--- config.mk ---
export PLATFORM = sky130hd
export DESIGN_NAME = complex_sinusoid_phase_estimator
export DESIGN_NICKNAME = d
export VERILOG_FILES = /design/src/rtl/complex_sinusoid_phase_estimator.sv
export SDC_FILE = /design/constraint.sdc
export NUM_CORES = 1
export LEC_CHECK = 0
export CAP_MARGIN = 5
export CORE_MARGIN = 3
export CORE_UTILIZATION = 46
export CTS_BUF_LIST = sky130_fd_sc_hd__clkbuf_8 sky130_fd_sc_hd__clkbuf_16
export CTS_CLUSTER_SIZE = 20
export DETAILED_ROUTE_END_ITERATION = 16
export HOLD_SLACK_MARGIN = 0.06
export SYNTH_ARGS = -nofsm -noshare
export SYNTH_HDL_FRONTEND = slang
export SYNTH_SLANG_ARGS = --single-unit
--- constraint.sdc ---
create_clock -name i_clk -period 7.25 [get_ports i_clk]
set_input_delay 2.175 -clock i_clk [delete_from_list [all_inputs] [get_ports i_clk]]
set_output_delay 2.175 -clock i_clk [all_outputs]
set_load 0.1 [all_outputs]
--- src/rtl/complex_sinusoid_phase_estimator.sv ---
// complex_sinusoid_phase_estimator
//
// Receive-side companion of the complex sinusoid DDFS. Each accepted complex
// sample (I = real, Q = imag) is converted to its instantaneous phase by an
// iterative vectoring CORDIC, one micro-rotation per clock. Successive phases
// are differenced to give a frequency word in DDFS phase-increment units.
//
// Ports:
//   i_clk         clock, rising edge
//   i_rst_n       asynchronous active-low reset
//   i_valid       input sample valid
//   o_ready       block can accept a sample this cycle (high only in IDLE)
//   i_real        signed I sample, DATA_WIDTH bits
//   i_imag        signed Q sample, DATA_WIDTH bits
//   o_valid       one-cycle pulse, result outputs updated
//   o_phase       unsigned phase, 0 = +I axis, 2^(PHASE_WIDTH-2) = +Q axis
//   o_freq        current phase minus previous phase, modulo 2^PHASE_WIDTH
//   o_freq_valid  o_freq is based on a valid previous phase
module complex_sinusoid_phase_estimator #(
   parameter int DATA_WIDTH  = 16,
   parameter int PHASE_WIDTH = 32,
   parameter int ITERATIONS  = 16
) (
   input  logic                   i_clk,
   input  logic                   i_rst_n,
   input  logic                   i_valid,
   output logic                   o_ready,
   input  logic [DATA_WIDTH-1:0]  i_real,
   input  logic [DATA_WIDTH-1:0]  i_imag,
   output logic                   o_valid,
   output logic [PHASE_WIDTH-1:0] o_phase,
   output logic [PHASE_WIDTH-1:0] o_freq,
   output logic                   o_freq_valid
);

   // Two integer headroom bits cover the CORDIC gain and negation of the most
   // negative input; the fractional guard bits stop the truncating shifts of
   // late iterations from eroding the phase accuracy.
   localparam int FRAC = 4;
   localparam int XW   = DATA_WIDTH + 2 + FRAC;
   localparam int IW   = $clog2(ITERATIONS);
   // The angle table is stored for a 32-bit full turn and rescaled here.
   localparam int UP   = (PHASE_WIDTH > 32) ? PHASE_WIDTH - 32 : 0;
   localparam int DN   = (PHASE_WIDTH < 32) ? 32 - PHASE_WIDTH : 0;

   typedef enum logic [1:0] {IDLE, ROTATE, DONE} state_t;

   state_t                  state;
   state_t                  state_next;
   logic [IW-1:0]           iter;
   logic signed [XW-1:0]    x;
   logic signed [XW-1:0]    y;
   logic [PHASE_WIDTH-1:0]  z;
   logic                    zero_in;
   logic [PHASE_WIDTH-1:0]  prev_phase;
   logic                    have_prev;

   logic signed [XW-1:0]    x_in;
   logic signed [XW-1:0]    y_in;
   logic signed [XW-1:0]    x_sh;
   logic signed [XW-1:0]    y_sh;
   logic [PHASE_WIDTH-1:0]  atan_i;
   logic [PHASE_WIDTH-1:0]  phase_new;

   // atan(2^-i) / (2*pi) * 2^32, rounded, then rescaled to PHASE_WIDTH.
   function automatic logic [PHASE_WIDTH-1:0] atan_lut(input int idx);
      logic [63:0] base;
      logic [63:0] scaled;
      case (idx)
         0:       base = 64'd536870912;
         1:       base = 64'd316933406;
         2:       base = 64'd167458907;
         3:       base = 64'd85004756;
         4:       base = 64'd42667331;
         5:       base = 64'd21354465;
         6:       base = 64'd10679838;
         7:       base = 64'd5340245;
         8:       base = 64'd2670163;
         9:       base = 64'd1335087;
         10:      base = 64'd667544;
         11:      base = 64'd333772;
         12:      base = 64'd166886;
         13:      base = 64'd83443;
         14:      base = 64'd41722;
         15:      base = 64'd20861;
         16:      base = 64'd10430;
         17:      base = 64'd5215;
         18:      base = 64'd2608;
         19:      base = 64'd1304;
         20:      base = 64'd652;
         21:      base = 64'd326;
         22:      base = 64'd163;
         23:      base = 64'd81;
         default: base = 64'd0;
      endcase
      scaled = ((((base << 1) >> DN) + 64'd1) >> 1) << UP;
      return PHASE_WIDTH'(scaled);
   endfunction

   assign x_in      = {{2{i_real[DATA_WIDTH-1]}}, i_real, {FRAC{1'b0}}};
   assign y_in      = {{2{i_imag[DATA_WIDTH-1]}}, i_imag, {FRAC{1'b0}}};
   assign x_sh      = x >>> iter;
   assign y_sh      = y >>> iter;
   assign atan_i    = atan_lut(int'(iter));
   assign phase_new = zero_in ? '0 : z;
   assign o_ready   = (state == IDLE);

   // State register.
   always_ff @(posedge i_clk or negedge i_rst_n) begin
      if (!i_rst_n) begin
         state <= IDLE;
      end else begin
         state <= state_next;
      end
   end

   // Next state: accept in IDLE, rotate ITERATIONS cycles, report for one.
   always_comb begin
      state_next = state;
      case (state)
         IDLE:    if (i_valid) state_next = ROTATE;
         ROTATE:  if (iter == IW'(ITERATIONS - 1)) state_next = DONE;
         DONE:    state_next = IDLE;
         default: state_next = IDLE;
      endcase
   end

   // Datapath and registered outputs. The pre-rotation folds the left half
   // plane onto the right so the CORDIC only has to cover +/-90 degrees.
   always_ff @(posedge i_clk or negedge i_rst_n) begin
      if (!i_rst_n) begin
         iter         <= '0;
         x            <= '0;
         y            <= '0;
         z            <= '0;
         zero_in      <= 1'b0;
         prev_phase   <= '0;
         have_prev    <= 1'b0;
         o_valid      <= 1'b0;
         o_phase      <= '0;
         o_freq       <= '0;
         o_freq_valid <= 1'b0;
      end else begin
         o_valid <= 1'b0;
         case (state)
            IDLE: begin
               if (i_valid) begin
                  if (x_in[XW-1]) begin
                     x <= -x_in;
                     y <= -y_in;
                     z <= {1'b1, {(PHASE_WIDTH-1){1'b0}}};
                  end else begin
                     x <= x_in;
                     y <= y_in;
                     z <= '0;
                  end
                  iter    <= '0;
                  zero_in <= (i_real == '0) && (i_imag == '0);
               end
            end
            ROTATE: begin
               if (!y[XW-1]) begin
                  x <= x + y_sh;
                  y <= y - x_sh;
                  z <= z + atan_i;
               end else begin
                  x <= x - y_sh;
                  y <= y + x_sh;
                  z <= z - atan_i;
               end
               iter <= iter + 1'b1;
            end
            DONE: begin
               o_valid      <= 1'b1;
               o_phase      <= phase_new;
               o_freq       <= phase_new - prev_phase;
               o_freq_valid <= have_prev && !zero_in;
               prev_phase   <= phase_new;
               have_prev    <= !zero_in;
            end
            default: ;
         endcase
      end
   end

endmodule

==> impl_metrics.prom, run 1 <==
# TYPE chip_impl_metric gauge
chip_impl_metric{name="synth.yosys.warnings",unit=""} 0
chip_impl_metric{name="grt_pass1_wl",unit="um"} 71400
chip_impl_info{name="synth_flop_cell",value="sky130_fd_sc_hd__dfrtp_1"} 1
chip_impl_metric{name="placement.io_buffers",unit=""} 101
chip_impl_metric{name="layout-drive-gt1-share",unit=""} 0.0957
chip_impl_metric{name="die_h",unit="um"} 191
chip_impl_metric{name="cts_max_path_buffers",unit=""} 2
chip_impl_metric{name="grt_antenna_before_repair",unit=""} 0
chip_impl_metric{name="detailroute.via_count",unit=""} 14114
chip_impl_metric{name="final_tns_setup",unit="ns"} 0
chip_impl_metric{name="antenna_cells",unit=""} 0
chip_impl_metric{name="fin_util",unit=""} 0.526
chip_impl_metric{name="max_cap_viol_count",unit=""} 0
chip_impl_metric{name="drt_pass_1_iters",unit=""} 5
chip_impl_info{name="unrepaired_setup_endpoints_after_global_routing",value="no"} 1
chip_impl_metric{name="num_rows",unit=""} 67
chip_impl_metric{name="grt.total_usage",unit=""} 0.241
chip_impl_metric{name="portion_of_the_post_synthesis_area_used_by_sequential_elements",unit=""} 0.238
chip_impl_metric{name="postRouteAntennaNets",unit=""} 0
chip_impl_metric{name="finalNetCount",unit=""} 2087
chip_impl_metric{name="timing_max_transition_violations_final",unit=""} 0
chip_impl_info{name="crit_path_start_kind",value="flop"} 1
chip_impl_metric{name="die-area",unit="um2"} 36600
chip_impl_metric{name="tightestPinTransition",unit="ns"} 0.980
chip_impl_metric{name="coreArea",unit="um2"} 33700
chip_impl_metric{name="max_freq",unit="GHz"} 0.169
chip_impl_metric{name="worst_setup_hold_path_clk_slew",unit="ns"} 0.07
chip_impl_metric{name="drt-wirelength-per-cell",unit="um"} 18.1
chip_impl_metric{name="cts_repair_resize_count",unit=""} 0
chip_impl_metric{name="grt_start_max_net_pins",unit=""} 91
chip_impl_metric{name="finClkSkew",unit="ns"} 0.0115
chip_impl_metric{name="synth-edff-count",unit=""} 0
chip_impl_info{name="startpoint",value="iter[3]$_DFFE_PN0P_"} 1
chip_impl_metric{name="timing.critical_path.required",unit="ns"} 7.63
chip_impl_metric{name="dr.first_iter.drc_count",unit=""} 952
chip_impl_metric{name="synth_fp_nets",unit=""} 2046
chip_impl_metric{name="die_width",unit="um"} 191
chip_impl_metric{name="syn-cell-area",unit="um2"} 15800
chip_impl_metric{name="routabilityCongestion",unit=""} 0.916
chip_impl_info{name="path_class",value="flop to flop"} 1
chip_impl_metric{name="clock_insertion_delay_worst_skew",unit="ns"} 0.45
chip_impl_info{name="worstHoldPathType",value="flop to flop"} 1
chip_impl_info{name="endpoint_kind",value="flop"} 1
chip_impl_metric{name="worstPathMaxFanout",unit=""} 49
chip_impl_info{name="cts_tree",value="built"} 1
chip_impl_metric{name="vias_per_cell",unit=""} 5.90
chip_impl_metric{name="min_period_over_period",unit=""} 0.817
chip_impl_metric{name="maxSlewHeadroom",unit=""} 0.345
chip_impl_metric{name="pin_count",unit=""} 102
chip_impl_metric{name="routed_wirelength",unit="um"} 43300
chip_impl_metric{name="finalSetupViolCount",unit=""} 0
chip_impl_metric{name="hold_buffers",unit=""} 0
chip_impl_metric{name="post_cts_setup_bufs",unit=""} 0
chip_impl_metric{name="initial_utilization",unit=""} 0.469
chip_impl_metric{name="worstPathArrival",unit="ns"} 6.30
chip_impl_info{name="hold_path_startpoint",value="o_freq[13]$_DFFE_PN0P_"} 1
chip_impl_metric{name="synth.lib_cells_used.distinct",unit=""} 85
chip_impl_metric{name="vias_in_the_first_global_route",unit=""} 13761
chip_impl_metric{name="drt_drc_violations_left",unit=""} 0
chip_impl_metric{name="holdWs",unit="ns"} 0.475
chip_impl_metric{name="ctsHtreeMaxLevel",unit=""} 4
chip_impl_metric{name="ys_async_sr_fraction",unit=""} 1.00
chip_impl_metric{name="period_minus_slack",unit="ns"} 5.92
chip_impl_metric{name="cts_buffers",unit=""} 17
chip_impl_metric{name="grt.overflow.total",unit=""} 0
chip_impl_metric{name="synthesis.instances",unit=""} 1889
chip_impl_metric{name="detailed_place_hpwl",unit="um"} 32500
chip_impl_metric{name="synthToLayoutAreaGrowth",unit="%"} 12.1
chip_impl_info{name="cts.root.buffer_cell",value="sky130_fd_sc_hd__clkbuf_16"} 1
chip_impl_metric{name="ys_ff_latch",unit=""} 150
chip_impl_metric{name="avgSynthCellArea",unit="um2"} 8.36
chip_impl_info{name="critical_path.reg2reg.startpoint",value="iter[3]$_DFFE_PN0P_"} 1
chip_impl_info{name="status",value="complete, no violations"} 1
chip_impl_metric{name="clock_sinks",unit=""} 150
chip_impl_metric{name="timing.final.hold_violations",unit=""} 0
==> final cells by class <==
type                       count  area (um2)
tap                          448         561
fill                        3243       16000
timing repair buffer         122        1170
clock inverter                14         171
sequential                   150        3760
multi-input combinational   1564       11300
clock buffer                  18         439
inverter                      75         282
==> layout by cell type, fill, tap and decap left out, drive strengths merged, types with 18 or more instances in the layout <==
cell,n
a21oi,147
clkdlybuf4s50,100
nor3,34
clkbuf,18
nor2,116
nand3,51
o21ai,172
o31ai,21
a21o,52
o211ai,23
o21a,25
buf,22
ha,118
inv,80
nand2,186
nand2b,32
xnor2,89
a31oi,23
o22ai,22
nor2b,47
mux4,41
dfrtp,150
mux2i,39
mux2,53
xor2,83
==> worst max-delay path, stage by stage, from the launching register on <==
cell	delay, ns
sky130_fd_sc_hd__dfrtp_2	0.96
sky130_fd_sc_hd__buf_4	0.46
sky130_fd_sc_hd__mux4_2	0.34
sky130_fd_sc_hd__mux2_2	0.30
sky130_fd_sc_hd__a211o_1	0.25
sky130_fd_sc_hd__o22ai_1	0.16
sky130_fd_sc_hd__nand4_1	0.22
sky130_fd_sc_hd__nor2_1	0.15
sky130_fd_sc_hd__nand2_1	0.11
sky130_fd_sc_hd__xnor2_1	0.18
sky130_fd_sc_hd__nor2_1	0.05
sky130_fd_sc_hd__a221o_1	0.31
sky130_fd_sc_hd__ha_1	0.37
sky130_fd_sc_hd__and3_1	0.24
sky130_fd_sc_hd__a221o_1	0.33
sky130_fd_sc_hd__a31oi_1	0.27
sky130_fd_sc_hd__o21ai_0	0.14
sky130_fd_sc_hd__nor4_1	0.28
sky130_fd_sc_hd__o41a_1	0.24
sky130_fd_sc_hd__xnor2_1	0.09
sky130_fd_sc_hd__or3_1	0.30
sky130_fd_sc_hd__o21ai_1	0.08
==> final timing paths <==
check,slack [ns],end,cells after the start
worst max-delay path,1.33,x[21]$_DFFE_PN0P_,21
worst min-delay path,0.48,o_freq[13]$_DFFE_PN0P_,2
worst max register to register,1.33,x[21]$_DFFE_PN0P_,21
worst min register to register,0.48,o_freq[13]$_DFFE_PN0P_,2
max in group asynchronous,4.08,o_valid$_DFF_PN0_,2
min in group asynchronous,1.75,o_freq[8]$_DFFE_PN0P_,1
==> flip-flops by register name, summed over array words and instances, names as in the netlist <==
register,count
prev_phase,32
o_freq_valid,1
o_valid,1
have_prev,1
iter,4
y,22
zero_in,1
o_freq,32
state,2
x,22
z,32
==> through the flow <==
step	std cells	setup slack [ns]	area, um2
6_report	2391	1.33	17700
5_1_grt	2391	0.909	17700
4_1_cts	2391	1.37	17700
3_5_place_dp	2359	1.39	17100
3_3_place_gp	2359	1.50	17100
2_1_floorplan	1889	1.57	15800
==> layer usage <==
metal  part of all wire  global-route usage  vias to the layer above
met4              0.033              0.0850                        0
met3              0.042              0.0326                       84
met5                  0                   0                        -
li1                   -                   -                     6973
met1               0.45               0.306                     6694
met2               0.48               0.421                      363
==> synthesized netlist by cell type, types with 19 or more instances <==
cell | n | area (um2)
sky130_fd_sc_hd__nand2_1 | 185 | 694
sky130_fd_sc_hd__o21ai_0 | 171 | 856
sky130_fd_sc_hd__dfrtp_1 | 150 | 3750
sky130_fd_sc_hd__a21oi_1 | 146 | 731
sky130_fd_sc_hd__ha_1 | 118 | 1480
sky130_fd_sc_hd__nor2_1 | 115 | 432
sky130_fd_sc_hd__xnor2_1 | 89 | 780
sky130_fd_sc_hd__xor2_1 | 83 | 727
sky130_fd_sc_hd__inv_1 | 71 | 267
sky130_fd_sc_hd__clkbuf_1 | 59 | 221
sky130_fd_sc_hd__mux2_2 | 53 | 597
sky130_fd_sc_hd__a21o_1 | 52 | 390
sky130_fd_sc_hd__nand3_1 | 51 | 255
sky130_fd_sc_hd__nor2b_1 | 47 | 294
sky130_fd_sc_hd__mux2i_1 | 38 | 380
sky130_fd_sc_hd__mux4_2 | 38 | 856
sky130_fd_sc_hd__nor3_1 | 34 | 170
sky130_fd_sc_hd__nand2b_1 | 32 | 200
sky130_fd_sc_hd__o21a_1 | 25 | 188
sky130_fd_sc_hd__a31oi_1 | 23 | 144
sky130_fd_sc_hd__o211ai_1 | 23 | 173
sky130_fd_sc_hd__o31ai_1 | 21 | 158
sky130_fd_sc_hd__o22ai_1 | 20 | 125
sky130_fd_sc_hd__buf_1 | 19 | 71.3
==> logic make-up (layout without fill, tap and decap cells) <==
group,count (synthesis),count (layout),share of synthesized area
xor+xnor,173,173,0.0968
simple gates,558,558,0.171
fa+ha+maj,123,123,0.0992
flops,150,150,0.238
mux,133,133,0.122
buf+inv,175,229,0.0458
compound gates,577,577,0.227
Power of run 1 is left out: the tool's default activity adds up to more than one toggle a clock period on the data nets, which glitch-free logic cannot reach.
==> run 2: changes to the inputs <==
- clock period: 7.25 -> 5.9 ns (I/O delays scaled with it)
==> impl_metrics.prom, run 2 (synthesis results as in run 1) <==
# TYPE chip_impl_metric gauge
chip_impl_metric{name="hold_buffers",unit=""} 0
chip_impl_info{name="gr-max-usage-layer",value="met2"} 1
chip_impl_metric{name="min_period_over_period",unit=""} 0.941
chip_impl_metric{name="num_rows",unit=""} 67
chip_impl_info{name="unrepaired_setup_endpoints_after_global_routing",value="yes"} 1
chip_impl_metric{name="drt-wirelength-per-cell",unit="um"} 18.3
chip_impl_metric{name="final_tns_setup",unit="ns"} 0
chip_impl_metric{name="regArea",unit="um2"} 3760
chip_impl_metric{name="placedInstanceArea",unit="um2"} 17200
chip_impl_metric{name="dr.first_iter.drc_count",unit=""} 934
chip_impl_info{name="crit_path_start_kind",value="flop"} 1
chip_impl_info{name="reg.largest.list",value="o_freq: 32 flops, prev_phase: 32 flops, z: 32 flops"} 1
chip_impl_metric{name="post_cts_setup_bufs",unit=""} 0
chip_impl_metric{name="use_met2",unit=""} 0.423
chip_impl_info{name="cts_tree",value="built"} 1
chip_impl_metric{name="worst_setup_hold_path_clk_slew",unit="ns"} 0.07
chip_impl_metric{name="grt_antenna_before_repair",unit=""} 0
chip_impl_metric{name="tightestPinTransition",unit="ns"} 1.15
chip_impl_info{name="status",value="complete, no violations"} 1
chip_impl_metric{name="drt_drc_violations_left",unit=""} 0
chip_impl_metric{name="finalNetCount",unit=""} 2103
chip_impl_info{name="regToRegEndpoint",value="x[21]$_DFFE_PN0P_"} 1
chip_impl_metric{name="worst-r2r-cell-count",unit=""} 21
chip_impl_metric{name="timing.final.hold_violations",unit=""} 0
chip_impl_metric{name="finalSetupViolCount",unit=""} 0
chip_impl_metric{name="layout-drive-gt1-share",unit=""} 0.105
chip_impl_metric{name="finClkSkew",unit="ns"} 0.0136
chip_impl_info{name="startpoint",value="iter[0]$_DFFE_PN0P_"} 1
chip_impl_info{name="mostFrequentLayoutCell",value="sky130_fd_sc_hd__nand2_1"} 1
chip_impl_info{name="crit_end",value="x[21]$_DFFE_PN0P_"} 1
chip_impl_metric{name="timing.critical_path.required",unit="ns"} 6.28
chip_impl_info{name="final_cell_mix",value="185 x sky130_fd_sc_hd__nand2_1, 171 x sky130_fd_sc_hd__o21ai_0, 146 x sky130_fd_sc_hd__a21oi_1"} 1
chip_impl_metric{name="clock_sinks",unit=""} 150
chip_impl_metric{name="pnr_worst_setup_slack",unit="ns"} 0.349
chip_impl_metric{name="detailed_place_hpwl",unit="um"} 33800
chip_impl_metric{name="die-area",unit="um2"} 36600
chip_impl_metric{name="vias_in_the_first_global_route",unit=""} 13653
chip_impl_metric{name="postRouteAntennaNets",unit=""} 0
chip_impl_info{name="worstHoldPathType",value="flop to flop"} 1
chip_impl_metric{name="initial_utilization",unit=""} 0.469
chip_impl_metric{name="die_width",unit="um"} 191
chip_impl_metric{name="synthToLayoutAreaGrowth",unit="%"} 13.4
chip_impl_metric{name="placement.io_buffers",unit=""} 101
chip_impl_info{name="cts.root.buffer_cell",value="sky130_fd_sc_hd__clkbuf_16"} 1
chip_impl_metric{name="grt.overflow.total",unit=""} 0
chip_impl_metric{name="grt_start_max_net_pins",unit=""} 92
chip_impl_metric{name="preCtsSetupSlack",unit="ns"} 0.310
chip_impl_metric{name="cts_buffers",unit=""} 17
chip_impl_metric{name="use_met1",unit=""} 0.316
chip_impl_metric{name="coreArea",unit="um2"} 33700
chip_impl_metric{name="cts_max_path_buffers",unit=""} 2
chip_impl_metric{name="r2r_setup_slack",unit="ns"} 0.35
chip_impl_metric{name="routabilityCongestion",unit=""} 0.914
chip_impl_metric{name="detailroute.via_count",unit=""} 14133
chip_impl_metric{name="pin_count",unit=""} 102
chip_impl_metric{name="worstPathArrival",unit="ns"} 5.93
chip_impl_metric{name="grt_pass1_wl",unit="um"} 72100
chip_impl_metric{name="max_freq",unit="GHz"} 0.180
chip_impl_metric{name="fill_cells",unit=""} 3181
chip_impl_metric{name="multi_input_area",unit="um2"} 11300
chip_impl_metric{name="drt_pass_1_iters",unit=""} 5
chip_impl_metric{name="timing_max_transition_violations_final",unit=""} 0
chip_impl_metric{name="routed_wirelength",unit="um"} 44100
chip_impl_metric{name="vias_per_cell",unit=""} 5.87
chip_impl_metric{name="ctsHtreeMaxLevel",unit=""} 4
chip_impl_info{name="endpoint_kind",value="flop"} 1
chip_impl_info{name="path_class",value="flop to flop"} 1
chip_impl_metric{name="postLayoutCellArea",unit="um2"} 17900
chip_impl_metric{name="grt.total_usage",unit=""} 0.245
chip_impl_info{name="critical_path.reg2reg.startpoint",value="iter[0]$_DFFE_PN0P_"} 1
chip_impl_metric{name="clock_insertion_delay_worst_skew",unit="ns"} 0.45
chip_impl_metric{name="max_cap_viol_count",unit=""} 0
chip_impl_metric{name="antenna_cells",unit=""} 0
chip_impl_metric{name="worstPathMaxFanout",unit=""} 53
chip_impl_metric{name="period_minus_slack",unit="ns"} 5.55
chip_impl_metric{name="globalRouteMet3Util",unit=""} 0.0271
chip_impl_metric{name="maxSlewHeadroom",unit=""} 0.231
chip_impl_metric{name="die_h",unit="um"} 191
[run 2: changes by cell type in the layout (fill, tap and decap cells not counted)]
cell / before / now
sky130_fd_sc_hd__a2111oi_0: 1 / 0
sky130_fd_sc_hd__buf_4: 21 / 35
sky130_fd_sc_hd__a31oi_2: 0 / 2
sky130_fd_sc_hd__bufinv_16: 3 / 4
sky130_fd_sc_hd__clkinvlp_4: 2 / 1
sky130_fd_sc_hd__inv_6: 5 / 1
sky130_fd_sc_hd__clkinv_4: 1 / 3
sky130_fd_sc_hd__inv_1: 72 / 71
sky130_fd_sc_hd__clkbuf_8: 1 / 2
sky130_fd_sc_hd__a31oi_1: 23 / 21
sky130_fd_sc_hd__buf_12: 0 / 2
sky130_fd_sc_hd__inv_8: 0 / 2
sky130_fd_sc_hd__a2111oi_1: 0 / 1
[run 2: worst min path at each step]
stage / startpoint / endpoint / slack [ns] / cells past startpoint
2_1_floorplan: have_prev$_DFFE_PN0P_ / have_prev$_DFFE_PN0P_ / 0.45 / 2
3_3_place_gp: o_freq[15]$_DFFE_PN0P_ / o_freq[15]$_DFFE_PN0P_ / 0.46 / 2
3_5_place_dp: o_freq[18]$_DFFE_PN0P_ / o_freq[18]$_DFFE_PN0P_ / 0.47 / 2
4_1_cts: o_freq[15]$_DFFE_PN0P_ / o_freq[15]$_DFFE_PN0P_ / 0.48 / 2
5_1_grt: o_freq[11]$_DFFE_PN0P_ / o_freq[11]$_DFFE_PN0P_ / 0.50 / 2
6_report: o_freq[15]$_DFFE_PN0P_ / o_freq[15]$_DFFE_PN0P_ / 0.47 / 2
[run 2: routing by layer]
layer,up-vias,wire length (um)
li1,7012,-
met1,6680,19800
met2,364,21300
met3,77,1720
met4,0,1350
met5,-,0
[run 2: repair_timing]
action / 4_1_cts / 5_1_grt
resized for setup: 0 / 3
setup endpoints to repair: 0 / 3
endpoints found under the hold margin: 0 / 0
[run 2: critical path, cell delays in order, from the launching register on]
cell                      delay (ns)
sky130_fd_sc_hd__dfrtp_2        0.39
sky130_fd_sc_hd__buf_12         0.29
sky130_fd_sc_hd__mux4_2         0.58
sky130_fd_sc_hd__mux2_2         0.31
sky130_fd_sc_hd__mux2i_1        0.25
sky130_fd_sc_hd__and2b_1        0.24
sky130_fd_sc_hd__nand4_1        0.23
sky130_fd_sc_hd__nor2_1         0.15
sky130_fd_sc_hd__nand2_1        0.10
sky130_fd_sc_hd__xnor2_1        0.17
sky130_fd_sc_hd__nor2_1         0.06
sky130_fd_sc_hd__a221o_1        0.33
sky130_fd_sc_hd__ha_1           0.37
sky130_fd_sc_hd__and3_1         0.24
sky130_fd_sc_hd__a221o_1        0.34
sky130_fd_sc_hd__a31oi_2        0.25
sky130_fd_sc_hd__o21ai_0        0.13
sky130_fd_sc_hd__nor4_1         0.30
sky130_fd_sc_hd__o41a_1         0.25
sky130_fd_sc_hd__xnor2_1        0.09
sky130_fd_sc_hd__or3_1          0.30
sky130_fd_sc_hd__o21ai_1        0.08
[run 2: layout make-up]
class	instances	share of cell area
Sequential cell	150	0.210
Clock inverter	13	0.0109
Timing Repair Buffer	138	0.0734
Multi-Input combinational cell	1564	0.633
Tap cell	448	0.0313
Clock buffer	19	0.0253
Inverter	75	0.0157
[run 2: metrics by stage]
stage / utilization / instances / hold slack, ns
final: 0.531 / 2407 / 0.474
after global routing: 0.531 / 2407 / 0.505
after CTS: 0.531 / 2407 / 0.483
after detailed placement: 0.512 / 2375 / 0.470
after global placement: 0.512 / 2375 / 0.459
after floorplan: - / 1889 / 0.451
Power of run 2 is left out for the same reason.
